$ cat src/rtl/mouse_pkg.sv
// Shared definitions for the PS/2 mouse packet decoder: FSM encoding,
// status-byte bit positions and the position width.
package mouse_pkg;

  localparam int POS_W = 12;

  localparam logic [1:0] WAIT_B0 = 2'd0;
  localparam logic [1:0] WAIT_B1 = 2'd1;
  localparam logic [1:0] WAIT_B2 = 2'd2;
  localparam logic [1:0] UPDATE  = 2'd3;

  localparam int BTN_L = 0;
  localparam int BTN_R = 1;
  localparam int SYNC  = 3;
  localparam int XSIGN = 4;
  localparam int YSIGN = 5;
  localparam int XOVF  = 6;
  localparam int YOVF  = 7;

endpackage

$ cat src/rtl/mouse_axis_clamp.sv
// One axis of the position update: pos +/- delta in 14-bit signed
// arithmetic, saturated to [0, MAX-1].
module mouse_axis_clamp
  import mouse_pkg::*;
#(
  parameter int MAX = 800
) (
  input  logic [POS_W-1:0] pos,
  input  logic signed [8:0] delta,
  input  logic              sub,
  output logic [POS_W-1:0] result
);

  localparam logic signed [13:0] LIMIT = 14'(MAX - 1);

  logic signed [13:0] pos_ext;
  logic signed [13:0] delta_ext;
  logic signed [13:0] sum;

  assign pos_ext   = signed'({2'b00, pos});
  assign delta_ext = signed'({{5{delta[8]}}, delta});
  assign sum       = sub ? (pos_ext - delta_ext) : (pos_ext + delta_ext);

  always_comb begin
    result = sum[POS_W-1:0];
    if (sum < 14'sd0) begin
      result = '0;
    end else if (sum > LIMIT) begin
      result = LIMIT[POS_W-1:0];
    end
  end

endmodule

$ cat src/rtl/mouse_packet_decoder.sv
// Decodes the 3-byte PS/2 mouse stream into clamped absolute coordinates
// and button state. Define MOUSE_PKT_TIMEOUT_EN for the inter-byte timeout.
module mouse_packet_decoder
  import mouse_pkg::*;
#(
  parameter int XMAX        = 800,
  parameter int YMAX        = 600,
  parameter int XINIT       = 400,
  parameter int YINIT       = 300,
  parameter int TIMEOUT_CYC = 4000000
) (
  input  logic             clk,
  input  logic             rst,
  input  logic [7:0]       rx_data,
  input  logic             rx_valid,
  output logic [POS_W-1:0] xpos_out,
  output logic [POS_W-1:0] ypos_out,
  output logic             mouseleft_out,
  output logic             mouseright_out,
  output logic             pos_valid,
  output logic             sync_err
);

  logic [1:0]       state_reg, state_next;
  logic [7:4]       b0_hi_reg;
  logic [1:0]       b0_btn_reg;
  logic [7:0]       b1_reg;
  logic [POS_W-1:0] x_reg, y_reg;
  logic             left_reg, right_reg;
  logic             pos_valid_reg, sync_err_reg;
  logic             sync_err_next;
  logic             load_b0, load_b1, load_pos;
  logic             timeout;
  logic signed [8:0] dx, dy;
  logic [POS_W-1:0] x_next, y_next;

`ifdef MOUSE_PKT_TIMEOUT_EN
  localparam int CNT_W = (TIMEOUT_CYC > 1) ? $clog2(TIMEOUT_CYC) : 1;
  logic [CNT_W-1:0] cnt_reg;
  logic             in_packet;

  assign in_packet = (state_reg == WAIT_B1) || (state_reg == WAIT_B2);
  assign timeout   = in_packet && (cnt_reg == CNT_W'(TIMEOUT_CYC - 1));

  // Idle cycles since the last accepted byte of the current packet.
  always_ff @(posedge clk or negedge rst) begin
    if (!rst) begin
      cnt_reg <= '0;
    end else if (!in_packet || rx_valid || timeout) begin
      cnt_reg <= '0;
    end else begin
      cnt_reg <= cnt_reg + 1'b1;
    end
  end
`else
  assign timeout = 1'b0;
`endif

  // A timed-out packet makes the current byte a fresh status-byte candidate.
  always_comb begin
    state_next    = state_reg;
    sync_err_next = timeout;
    load_b0       = 1'b0;
    load_b1       = 1'b0;
    load_pos      = 1'b0;
    if (state_reg == WAIT_B0 || state_reg == UPDATE || timeout) begin
      state_next = WAIT_B0;
      if (rx_valid) begin
        if (rx_data[SYNC]) begin
          load_b0    = 1'b1;
          state_next = WAIT_B1;
        end else begin
          sync_err_next = 1'b1;
        end
      end
    end else if (rx_valid) begin
      if (state_reg == WAIT_B1) begin
        load_b1    = 1'b1;
        state_next = WAIT_B2;
      end else begin
        load_pos   = 1'b1;
        state_next = UPDATE;
      end
    end
  end

  // dy comes straight from the third byte so outputs are valid in UPDATE.
  assign dx = b0_hi_reg[XOVF] ? 9'sd0 : signed'({b0_hi_reg[XSIGN], b1_reg});
  assign dy = b0_hi_reg[YOVF] ? 9'sd0 : signed'({b0_hi_reg[YSIGN], rx_data});

  mouse_axis_clamp #(.MAX(XMAX)) u_clamp_x (
    .pos    (x_reg),
    .delta  (dx),
    .sub    (1'b0),
    .result (x_next)
  );

  mouse_axis_clamp #(.MAX(YMAX)) u_clamp_y (
    .pos    (y_reg),
    .delta  (dy),
    .sub    (1'b1),
    .result (y_next)
  );

  always_ff @(posedge clk or negedge rst) begin
    if (!rst) begin
      state_reg     <= WAIT_B0;
      b0_hi_reg     <= '0;
      b0_btn_reg    <= '0;
      b1_reg        <= '0;
      x_reg         <= POS_W'(XINIT);
      y_reg         <= POS_W'(YINIT);
      left_reg      <= 1'b0;
      right_reg     <= 1'b0;
      pos_valid_reg <= 1'b0;
      sync_err_reg  <= 1'b0;
    end else begin
      state_reg     <= state_next;
      pos_valid_reg <= load_pos;
      sync_err_reg  <= sync_err_next;
      if (load_b0) begin
        b0_hi_reg  <= rx_data[7:4];
        b0_btn_reg <= rx_data[1:0];
      end
      if (load_b1) begin
        b1_reg <= rx_data;
      end
      if (load_pos) begin
        x_reg     <= x_next;
        y_reg     <= y_next;
        left_reg  <= b0_btn_reg[BTN_L];
        right_reg <= b0_btn_reg[BTN_R];
      end
    end
  end

  assign xpos_out       = x_reg;
  assign ypos_out       = y_reg;
  assign mouseleft_out  = left_reg;
  assign mouseright_out = right_reg;
  assign pos_valid      = pos_valid_reg;
  assign sync_err       = sync_err_reg;

endmodule

$ cat config.mk
export PLATFORM = sky130hd
export DESIGN_NAME = mouse_packet_decoder
export DESIGN_NICKNAME = d
export VERILOG_FILES = /design/src/rtl/mouse_pkg.sv /design/src/rtl/mouse_axis_clamp.sv /design/src/rtl/mouse_packet_decoder.sv
export SDC_FILE = /design/constraint.sdc
export NUM_CORES = 1
export LEC_CHECK = 0
export ABC_AREA = 1
export BUFFER_PORTS_ARGS = -buffer_cell sky130_fd_sc_hd__buf_2
export CAP_MARGIN = 0
export CORE_UTILIZATION = 37
export DETAILED_ROUTE_END_ITERATION = 6
export GPL_ROUTABILITY_DRIVEN = 1
export PLACE_DENSITY = 0.62
export SYNTH_ARGS = -nofsm -noshare
export SYNTH_HDL_FRONTEND = slang
export SYNTH_HIERARCHICAL = 1
export SYNTH_SLANG_ARGS = --single-unit
$ cat constraint.sdc
create_clock -name clk -period 6.29 [get_ports clk]
set_input_delay 1.258 -clock clk [delete_from_list [all_inputs] [get_ports clk]]
set_output_delay 1.258 -clock clk [all_outputs]
set_load 0.02 [all_outputs]
* Word-level counts from Yosys, hierarchy flattened
Index checks and enable logic that the tools add are counted.
** Word-level totals
- Bits in registers :: 44
- Input port bits :: 11
- Output and inout bits :: 28
- Logic and storage cells :: 44
** Operators by class
- Add/subtract/negate cells :: 2
- Magnitude comparators :: 4
- Equality and inequality tests :: 2
- Multiplexer cells :: 23
- Reductions and logical operators :: 3
** Operators with widths (count)
- $mux 12 :: 4
- $gt 14x11->1 const B :: 2
- $lt 14x1->1 const B :: 2
- $mux 9 :: 2
- $mux 1 :: 15
- $add 13x9->14 :: 1
- $sub 13x9->14 :: 1
- $mux 2 :: 2
- $eq 2x1->1 const B :: 1
- $eq 2x2->1 const B :: 1
- $logic_not 2->1 :: 1
- $reduce_bool 2->1 :: 1
- $logic_or 1x1->1 :: 1

* Depth between registers and ports, before layout
Gate-level depths: netlist (run 1).
- Word-level depth :: 5
- Depth in mapped cells :: 26
- Mapped depth without buffers :: 26

* By module
Netlist (run 1), hierarchy kept.
** Modules (own cells, without submodules)
- mouse_packet_decoder :: instances 1, cells each 217, area each 1884.3 µm², sequential area each 1109.8 µm²
- mouse_axis_clamp (u_clamp_y) :: instances 1, cells each 224, area each 1273.7 µm², sequential area each 0.0 µm²
- mouse_axis_clamp (u_clamp_x) :: instances 1, cells each 234, area each 1238.7 µm², sequential area each 0.0 µm²

* Worst setup path before layout (run 1)
Ideal clock, no wire load.
- Path kind :: input-to-reg
- Start :: input port rx_data[0]
- End :: register y_reg[1], in the netlist ypos_out[1]
- Library setup time :: 118 ps
- Arrival :: 3330 ps
- Required time :: 6172 ps
- Setup slack :: 2842 ps
- Stages on the path :: 22
- Path buffers :: 0
- Path through :: inv_1 -> nor2_1 -> inv_1 -> ha_1 -> nand3_1 -> nor3_2 -> nand3_1 -> nand2_2 -> ha_1 -> nand2_1 -> nor2_4 -> nand4_1 -> nand3_1 -> nand2_1 -> nand2_2 -> nand3_1 -> nand2_4 -> inv_4 -> nand2_1 -> inv_1 -> nand3_1 -> nand2_1
** On the way
- Longest elaborated chain between the ends :: 5
- Elaborated cells between the ends (all ways) :: 6
- Those cells by class :: add/sub: 1; order compare: 2; mux: 3
** Ends and longest elaborated chain
- from (decl) :: line mouse_packet_decoder.sv:14 : input logic [7:0] rx_data,
- $mux 9 * :: line mouse_packet_decoder.sv:89 : assign dy = b0_hi_reg[YOVF] ? 9'sd0 : signed'({b0_hi_reg[YSIGN], rx_data});
- net dy[0] :: line mouse_packet_decoder.sv:34 : logic signed [8:0] dx, dy;
- $sub 13x9->14 * :: line mouse_axis_clamp.sv:22 : assign sum = sub ? (pos_ext - delta_ext) : (pos_ext + delta_ext);
- $gt 14x11->1 :: line mouse_axis_clamp.sv:28 : end else if (sum > LIMIT) begin
- $mux 12 :: line mouse_axis_clamp.sv:28
- $mux 12 * :: line mouse_axis_clamp.sv:26 : if (sum < 14'sd0) begin
- net y_next[1] :: line mouse_packet_decoder.sv:35 : logic [POS_W-1:0] x_next, y_next;
- to (signal assigned) :: line mouse_packet_decoder.sv:112 : y_reg <= POS_W'(YINIT);
- to (signal assigned) :: line mouse_packet_decoder.sv:130 : y_reg <= y_next;
- to (decl) :: line mouse_packet_decoder.sv:28 : logic [POS_W-1:0] x_reg, y_reg;
Mark *: on every way through the listed nets, which the timed path passes. The rest lies on a longest branch.
A chain may end at the register's enable or synchronous reset.

* Worst setup path in the final report (run 1)
- Start :: input port rx_data[0]
- End :: register y_reg[3], in the netlist ypos_out[3]
The elaborated chain is that of the path after synthesis.

==> results of run 1 <==
-- layout make-up --
class                      instances  share of cell area (%)
inverter                         133                    10.4
timing repair buffer              38                    3.90
sequential                        44                    22.8
clock inverter                     2                   0.796
clock buffer                       6                    2.85
tap                              143                    3.67
multi-input combinational        494                    55.6
-- metal layers --
metal	share of wire [%]	vias up
li1	-	2161
met1	49	1871
met2	45	94
met3	4.1	16
met4	1.8	0
met5	0	-
-- stage by stage --
stage | area [µm²] | hold WS (ps) | utilization [%]
global route | 4870 | 507 | 42.3
CTS | 4870 | 482 | 42.3
global placement | 4690 | 468 | 40.8
floorplan | 4450 | 453 | -
finish | 4870 | 482 | 42.3
detailed placement | 4690 | 473 | 40.8
-- synthesized netlist by cell type (2+ instances only) --
library cell,n,share of area [%]
nand2_1,200,17
inv_1,123,11
nand3_1,63,7.2
nor2_1,46,3.9
dfrtp_1,37,21
ha_1,27,7.7
nand4_1,25,3.6
o21ai_0,24,2.7
nand2_2,18,2.6
a21oi_1,15,1.7
xor2_1,14,2.8
nor3_2,8,1.8
dfstp_2,7,4.2
inv_2,7,0.60
buf_2,6,0.68
nand2_4,6,1.5
buf_4,5,0.85
buf_6,4,1.0
conb_1,4,0.34
nand3_4,4,1.6
xnor2_1,4,0.80
inv_4,3,0.43
nand3_2,3,0.68
nand3b_1,3,0.51
nor2_4,3,0.77
clkbuf_1,2,0.17
fa_1,2,0.91
nor3_1,2,0.23
o31ai_1,2,0.34
-- worst max-delay path, cell delays in order --
cell and delay, ps:
buf_2 90, inv_1 80, nor2_1 60, inv_1 90
ha_1 160, nand3_1 120, nor3_2 200, nand3_1 120
nand2_2 130, ha_1 280, inv_1 100, o21ai_0 90
nor2_1 140, nand3_1 110, nand2_1 70, nand2_1 70
nor2_4 190, nand3_4 130, nor3_2 110, nand3_1 90
nand2_1 110
-- worst paths after layout --
kind                                           endpoint  slack, ps                     start
worst min register to register  xpos_out[8]$_DFFE_PN1P_        480   xpos_out[8]$_DFFE_PN1P_
max in group asynchronous       xpos_out[0]$_DFFE_PN0P_       4510                       rst
min in group asynchronous            sync_err$_DFF_PN0_       1140                       rst
worst max-delay path            ypos_out[3]$_DFFE_PN1P_       2720                rx_data[0]
worst min-delay path            xpos_out[8]$_DFFE_PN1P_        480   xpos_out[8]$_DFFE_PN1P_
worst max register to register  xpos_out[7]$_DFFE_PN1P_       3000  b0_hi_reg[6]$_DFFE_PN0P_
-- placed cells by master, fill, tap and decap left out, types with 4 or more instances in the layout --
master,count
nand4_1,25
xor2_1,14
nand2_4,6
a21oi_1,15
nand3_4,4
xnor2_1,4
ha_1,27
nand2_2,18
buf_2,38
inv_2,7
dfstp_2,7
clkbuf_16,5
dfrtp_1,37
nor3_2,8
nand3_1,63
inv_1,123
o21ai_0,24
conb_1,17
nand2_1,200
nor2_1,46
-- cells by family (layout without fill, tap and decap cells) --
group / count (synthesis) / count (layout) / share of synthesized area [%]
AND/OR/NAND/NOR: 385 / 385 / 42.3
buffers and inverters: 150 / 179 / 14.3
AO/OA/AOI/OAI: 44 / 44 / 5.29
flip-flops: 44 / 44 / 25.2
adder cells (fa/ha/maj): 29 / 29 / 8.59
XOR/XNOR: 19 / 19 / 3.96
other: 4 / 17 / 0.341
==> qor.yml, run 1 <==
run:
  drv_cap: 0
critical_path:
  worst-path-max-fanout: 7
  critPathKind: "in2reg"
  reg2reg_depth: 18
  required_ps: 6510
  cp-end-kind: "flip-flop"
  critPathArrivalTime_ps: 3800
  worstSetupStartpointType: "input pin"
yosys:
  ys_ff_latch: 44
  synthesis.area_um2: 4400
  syn_inst: 675
  yosysUniqueCellTypes: 37
  ys_warn_count: 6
  synth_edf_count: 0
  ys_async_sr_fraction_pct: 100
  post_synth.cell_area_avg_um2: 6.51
  ys_seq_area_share_pct: 25.2
  ys.flop_type: "dfrtp_1"
floorplanning:
  design.die.area_um2: 12300
  io_pins: 39
  die_w_um: 111
  die_h_um: 111
  floorplan.initialDensity_pct: 38.2
  core.rowCount: 39
  core_area_um2: 11500
global_routing:
  track_usage_pct: 17.9
  grt_max_degree: 45
  grt_overflow: 0
  grtUsageMet1_pct: 25.0
  grt_pass1_vias: 3786
  grt_pass1_wl_um: 17700
  antenna_found_initial: 0
  use_met3_pct: 1.91
  grt.met2_usage_pct: 29.0
  busiest_layer: "met2"
clock_tree:
  cts_made_buffers: 5
  cts_root_buffer: "clkbuf_16"
  worstSkewPairLatency_ps: 290
  clockBufferDepth: 2
  clk_pin_slew_ps: 70
  h-tree-depth: 2
  cts_tree: "done"
  ctsHoldBuffers: 0
  cts.sinks: 44
  cts_setup_buffers: 0
  cts-resized-gates: 0
place:
  io_buffers: 38
  gp_congestion: 0.864
  pre_cts_slack_ps: 2420
  post-dp-hpwl_um: 8660
  place_inst: 852
routing:
  drt-pass1-iter-count: 7
  first_iter_violations: 259
  vias: 4142
  drt-vias-per-instance: 4.82
  drc: 4
  postRouteAntennaNets: 0
  wl_um: 10800
  wire_per_inst_um: 12.5
sta:
  finalSetupTns_ps: 0
  hold_viol_final: 0
  setup_slack_ps: 2720
  grt_setup_unrepaired: "false"
  period_share_pct: 56.8
  max_freq_mhz: 280
  setup_viol: 0
  worst_slew_pin_slew_ps: 1020
  min_period_ps: 3570
  fin_worst_skew_ps: 12.0
  final_max_slew_viol_count: 0
  slew-limit-headroom_pct: 32.0
final_layout:
  n_antenna_cell: 0
  final_nets: 756
  regArea_um2: 1110
  fill_cells: 1226
  area_growth_pct: 10.8
  drive_gt1_share_pct: 15.3
  multiInputGateArea_um2: 2710
  instances_no_fill: 860
outcome:
  outcome: "finished, violations left"
  violations: "design-rule violations"
min_path:
  min_path_type: "reg2reg"
  hold-path-cell-count: 2
Power of run 1 is not shown: default switching activity piles up to over one toggle a cycle in this logic, so the estimate is an artifact.
==> inputs of run 2 (changes only) <==
--- a/config.mk
+++ b/config.mk
@@ -5,13 +5,13 @@
 export SDC_FILE = /design/constraint.sdc
 export NUM_CORES = 1
 export LEC_CHECK = 0
-export ABC_AREA = 1
+export ABC_AREA = 0
 export BUFFER_PORTS_ARGS = -buffer_cell sky130_fd_sc_hd__buf_2
 export CAP_MARGIN = 0
 export CORE_UTILIZATION = 37
 export DETAILED_ROUTE_END_ITERATION = 6
 export GPL_ROUTABILITY_DRIVEN = 1
-export PLACE_DENSITY = 0.62
+export PLACE_DENSITY = 0.64
 export SYNTH_ARGS = -nofsm -noshare
 export SYNTH_HDL_FRONTEND = slang
 export SYNTH_HIERARCHICAL = 1
==> constraint.sdc (replaced) <==
create_clock -name clk -period 3.2 [get_ports clk]
set_input_delay 0.64 -clock clk [delete_from_list [all_inputs] [get_ports clk]]
set_output_delay 0.64 -clock clk [all_outputs]
set_load 0.02 [all_outputs]
==> run 2 against run 1 <==
  * The flow finishes with violations (negative setup slack)
  * Clock skew fell by 6.3 ps
  * Critical path depth fell by 8
  * Worst hold slack worse by 120 ps
  * Sequential cell count unchanged
  * Clock-buffer cell count is 1 lower
  * First-iteration DRC count down 41%
  * Synthesized area fell by 8.4%
  * Non-clock buffer count is 110 higher
  * Sequential share of layout area is 2.9 points lower
  * Highest routed layer unchanged
==> qor.yml, run 2 <==
final_layout:
  fill_cells: 955  # was 1226
  stdcell_area_um2: 5590  # was 4870 µm²
  final_common_cell: "buf_4"  # was nand2_1
  mostFrequentLayoutCells: "buf_4 (105), buf_2 (38), dfrtp_1 (35)"  # was nand2_1 (200), inv_1 (123), nand3_1 (63)
  drive_gt1_share_pct: 50.8  # was 15.3%
  n_antenna_cell: 0  # unchanged
  area_growth_pct: 38.6  # was 10.8%
  finish.utilization_pct: 53.4  # was 42.3%
  final_nets: 586  # was 756
sta:
  max_freq_mhz: 261
  fin_worst_skew_ps: 5.68  # was 12.0 ps
  slew-limit-headroom_pct: 55.4  # was 32.0%
  hold_viol_final: 0  # unchanged
  setup_viol: 11  # was 0
  worst_slew_pin_slew_ps: 669  # was 1020 ps
  min_period_ps: 3840
  grt_setup_unrepaired: "true"  # was false
  final_max_slew_viol_count: 0  # unchanged
  period_share_pct: 120
  setup_slack_ps: -638  # was 2720 ps
place:
  gp_congestion: 0.840  # was 0.864
  post-dp-hpwl_um: 7720  # was 8660 µm
  dpl_cell_area_um2: 5090  # was 4690 µm²
  io_buffers: 38  # unchanged
global_routing:
  grt_overflow: 0  # unchanged
  grt_pass1_wl_um: 16200  # was 17700 µm
  track_usage_pct: 17.5  # was 17.9%
  grt_pass1_vias: 3474  # was 3786
  grt_max_degree: 29  # was 45
  antenna_found_initial: 0  # unchanged
floorplanning:
  core.rowCount: 37  # was 39
  design.die.area_um2: 11300  # was 12300 µm²
  io_pins: 39  # unchanged
  core_area_um2: 10500  # was 11500 µm²
  die_w_um: 106  # was 111 µm
  floorplan.initialDensity_pct: 38.5  # was 38.2%
  die_h_um: 106  # was 111 µm
clock_tree:
  clockBufferDepth: 2  # unchanged
  h-tree-depth: 2  # unchanged
  cts_tree: "done"  # unchanged
  worstSkewPairLatency_ps: 300  # was 290 ps
  clk_pin_slew_ps: 90  # was 70 ps
  cts.sinks: 44  # unchanged
  ctsHoldBuffers: 0  # unchanged
  cts_root_buffer: "clkbuf_8"  # was clkbuf_16
  cts_made_buffers: 5  # unchanged
yosys:
  yosysUniqueCellTypes: 79  # was 37
  post_synth.cell_area_avg_um2: 10.1  # was 6.51 µm²
  ys_warn_count: 6  # unchanged
  yosysTopAreaCellShare_pct: 23.0  # was 21.1%
  synth_area_leaders: "dfrtp_1 (23%), ha_1 (8.4%), mux2_4 (7.1%)"  # was dfrtp_1 (21%), nand2_1 (17%), inv_1 (11%)
  synth_common_cells: "dfrtp_1 (37), ha_1 (27), nor2_1 (27)"  # was nand2_1 (200), inv_1 (123), nand3_1 (63)
  synth_edf_count: 0  # unchanged
  ys.flop_type: "dfrtp_1"  # unchanged
  synthesis.area_um2: 4030  # was 4400 µm²
  yosysMostFrequentCell: "dfrtp_1"  # was nand2_1
  synth_area_leader_cell: "dfrtp_1"  # unchanged
  ys_async_sr_fraction_pct: 100  # unchanged
  syn_inst: 397  # was 675
  ys_seq_area_share_pct: 27.5  # was 25.2%
  ys_ff_latch: 44  # unchanged
routing:
  wire_per_inst_um: 14.6  # was 12.5 µm
  vias: 3482  # was 4142
  drt-vias-per-instance: 5.10  # was 4.82
  drt-pass1-iter-count: 4  # was 7
  postRouteAntennaNets: 0  # unchanged
  drc: 0  # was 4
  wl_um: 9960  # was 10800 µm
  first_iter_violations: 153  # was 259
critical_path:
  critPathKind: "reg2reg"  # was in2reg
  worstSetupStartpointType: "flip-flop"  # was input pin
  cp-end-kind: "flip-flop"  # unchanged
  worst-path-max-fanout: 5  # was 7
  critPathArrivalTime_ps: 4080  # was 3800 ps
  required_ps: 3450  # was 6510 ps
run:
  drv_cap: 0  # unchanged
outcome:
  violations: "negative setup slack"  # was design-rule violations
  outcome: "finished, violations left"  # unchanged
min_path:
  min_path_type: "in2async"  # was reg2reg
## run 2: cell types whose count changed after synthesis, sizes merged, moves of 25 or more
| cell | before | now |
|---|---|---|
| mux2 | 0 | 40 |
| inv | 133 | 16 |
| nand3 | 70 | 7 |
| nor2b | 0 | 25 |
| nand2 | 224 | 14 |
## run 2: metal layers
metal  track usage (%)  vias up  wire (µm)
met5                 0        -          0
met4              2.08        0         24
met3              2.33        2        187
met2              29.9       37       4800
met1              24.2     1697       4940
li1                  -     1746          -
## run 2: layout make-up
class,instances,area [µm²],share of cell area (%)
Sequential cell,44,1110,19.9
Timing Repair Buffer,148,1060,18.9
Tap cell,136,170,3.05
Clock inverter,3,46.3,0.829
Clock buffer,5,68.8,1.23
Multi-Input combinational cell,330,3070,54.9
Inverter,17,63.8,1.14
## run 2: repair_timing
action                     in CTS  in global routing
pin swaps                       6                 29
gates cloned                    0                  1
buffers inserted                3                  7
resized for setup              14                 45
setup endpoints to repair      19                 20
## run 2: final timing paths
path / end / startpoint / slack, ps / cells past startpoint
worst max-delay path: xpos_out[0]$_DFFE_PN0P_ / b1_reg[2]$_DFFE_PN0P_ / -640 / 13
worst min-delay path: xpos_out[6]$_DFFE_PN0P_ / rst / 360 / 1
worst max register to register: xpos_out[0]$_DFFE_PN0P_ / b1_reg[2]$_DFFE_PN0P_ / -640 / 13
worst min register to register: state_reg[0]$_DFFE_PN0P_ / state_reg[0]$_DFFE_PN0P_ / 510 / 1
max in group asynchronous: ypos_out[8]$_DFFE_PN1P_ / rst / 2080 / 2
min in group clk: state_reg[0]$_DFFE_PN0P_ / state_reg[0]$_DFFE_PN0P_ / 510 / 1
## run 2: cells by family after synthesis
family          after synthesis  share of synthesized area [%]
compound gates              100                           19.3
xor+xnor                     33                           7.83
fa+ha+maj                    29                           9.38
buf+inv                      30                           4.44
flops                        44                           27.5
mux                          44                           13.9
other cells                   4                          0.373
simple gates                113                           17.1
## run 2: critical path, cell delays in order (launching register included)
cell       delay (ps)
dfrtp_1           390
nor2b_2           160
or4_4             510
or4_4             430
nor2b_4           150
xnor2_2           200
ha_4              240
and2_4            130
a221o_1           380
and2_4            180
a2111oi_4         450
o31ai_4           200
a41oi_2           210
mux2_4            160
## run 2: through the flow
step / std cells / hold slack [ps] / worst slack, ps / TNS (ps)
CTS: 675 / 375 / -631 / -5910
global route: 683 / 401 / -799 / -8170
floorplan: 404 / 344 / -699 / -6430
global placement: 664 / 481 / -593 / -7850
detailed placement: 664 / 487 / -640 / -9020
finish: 683 / 362 / -638 / -5960
Power of run 2 is left out for the same reason.
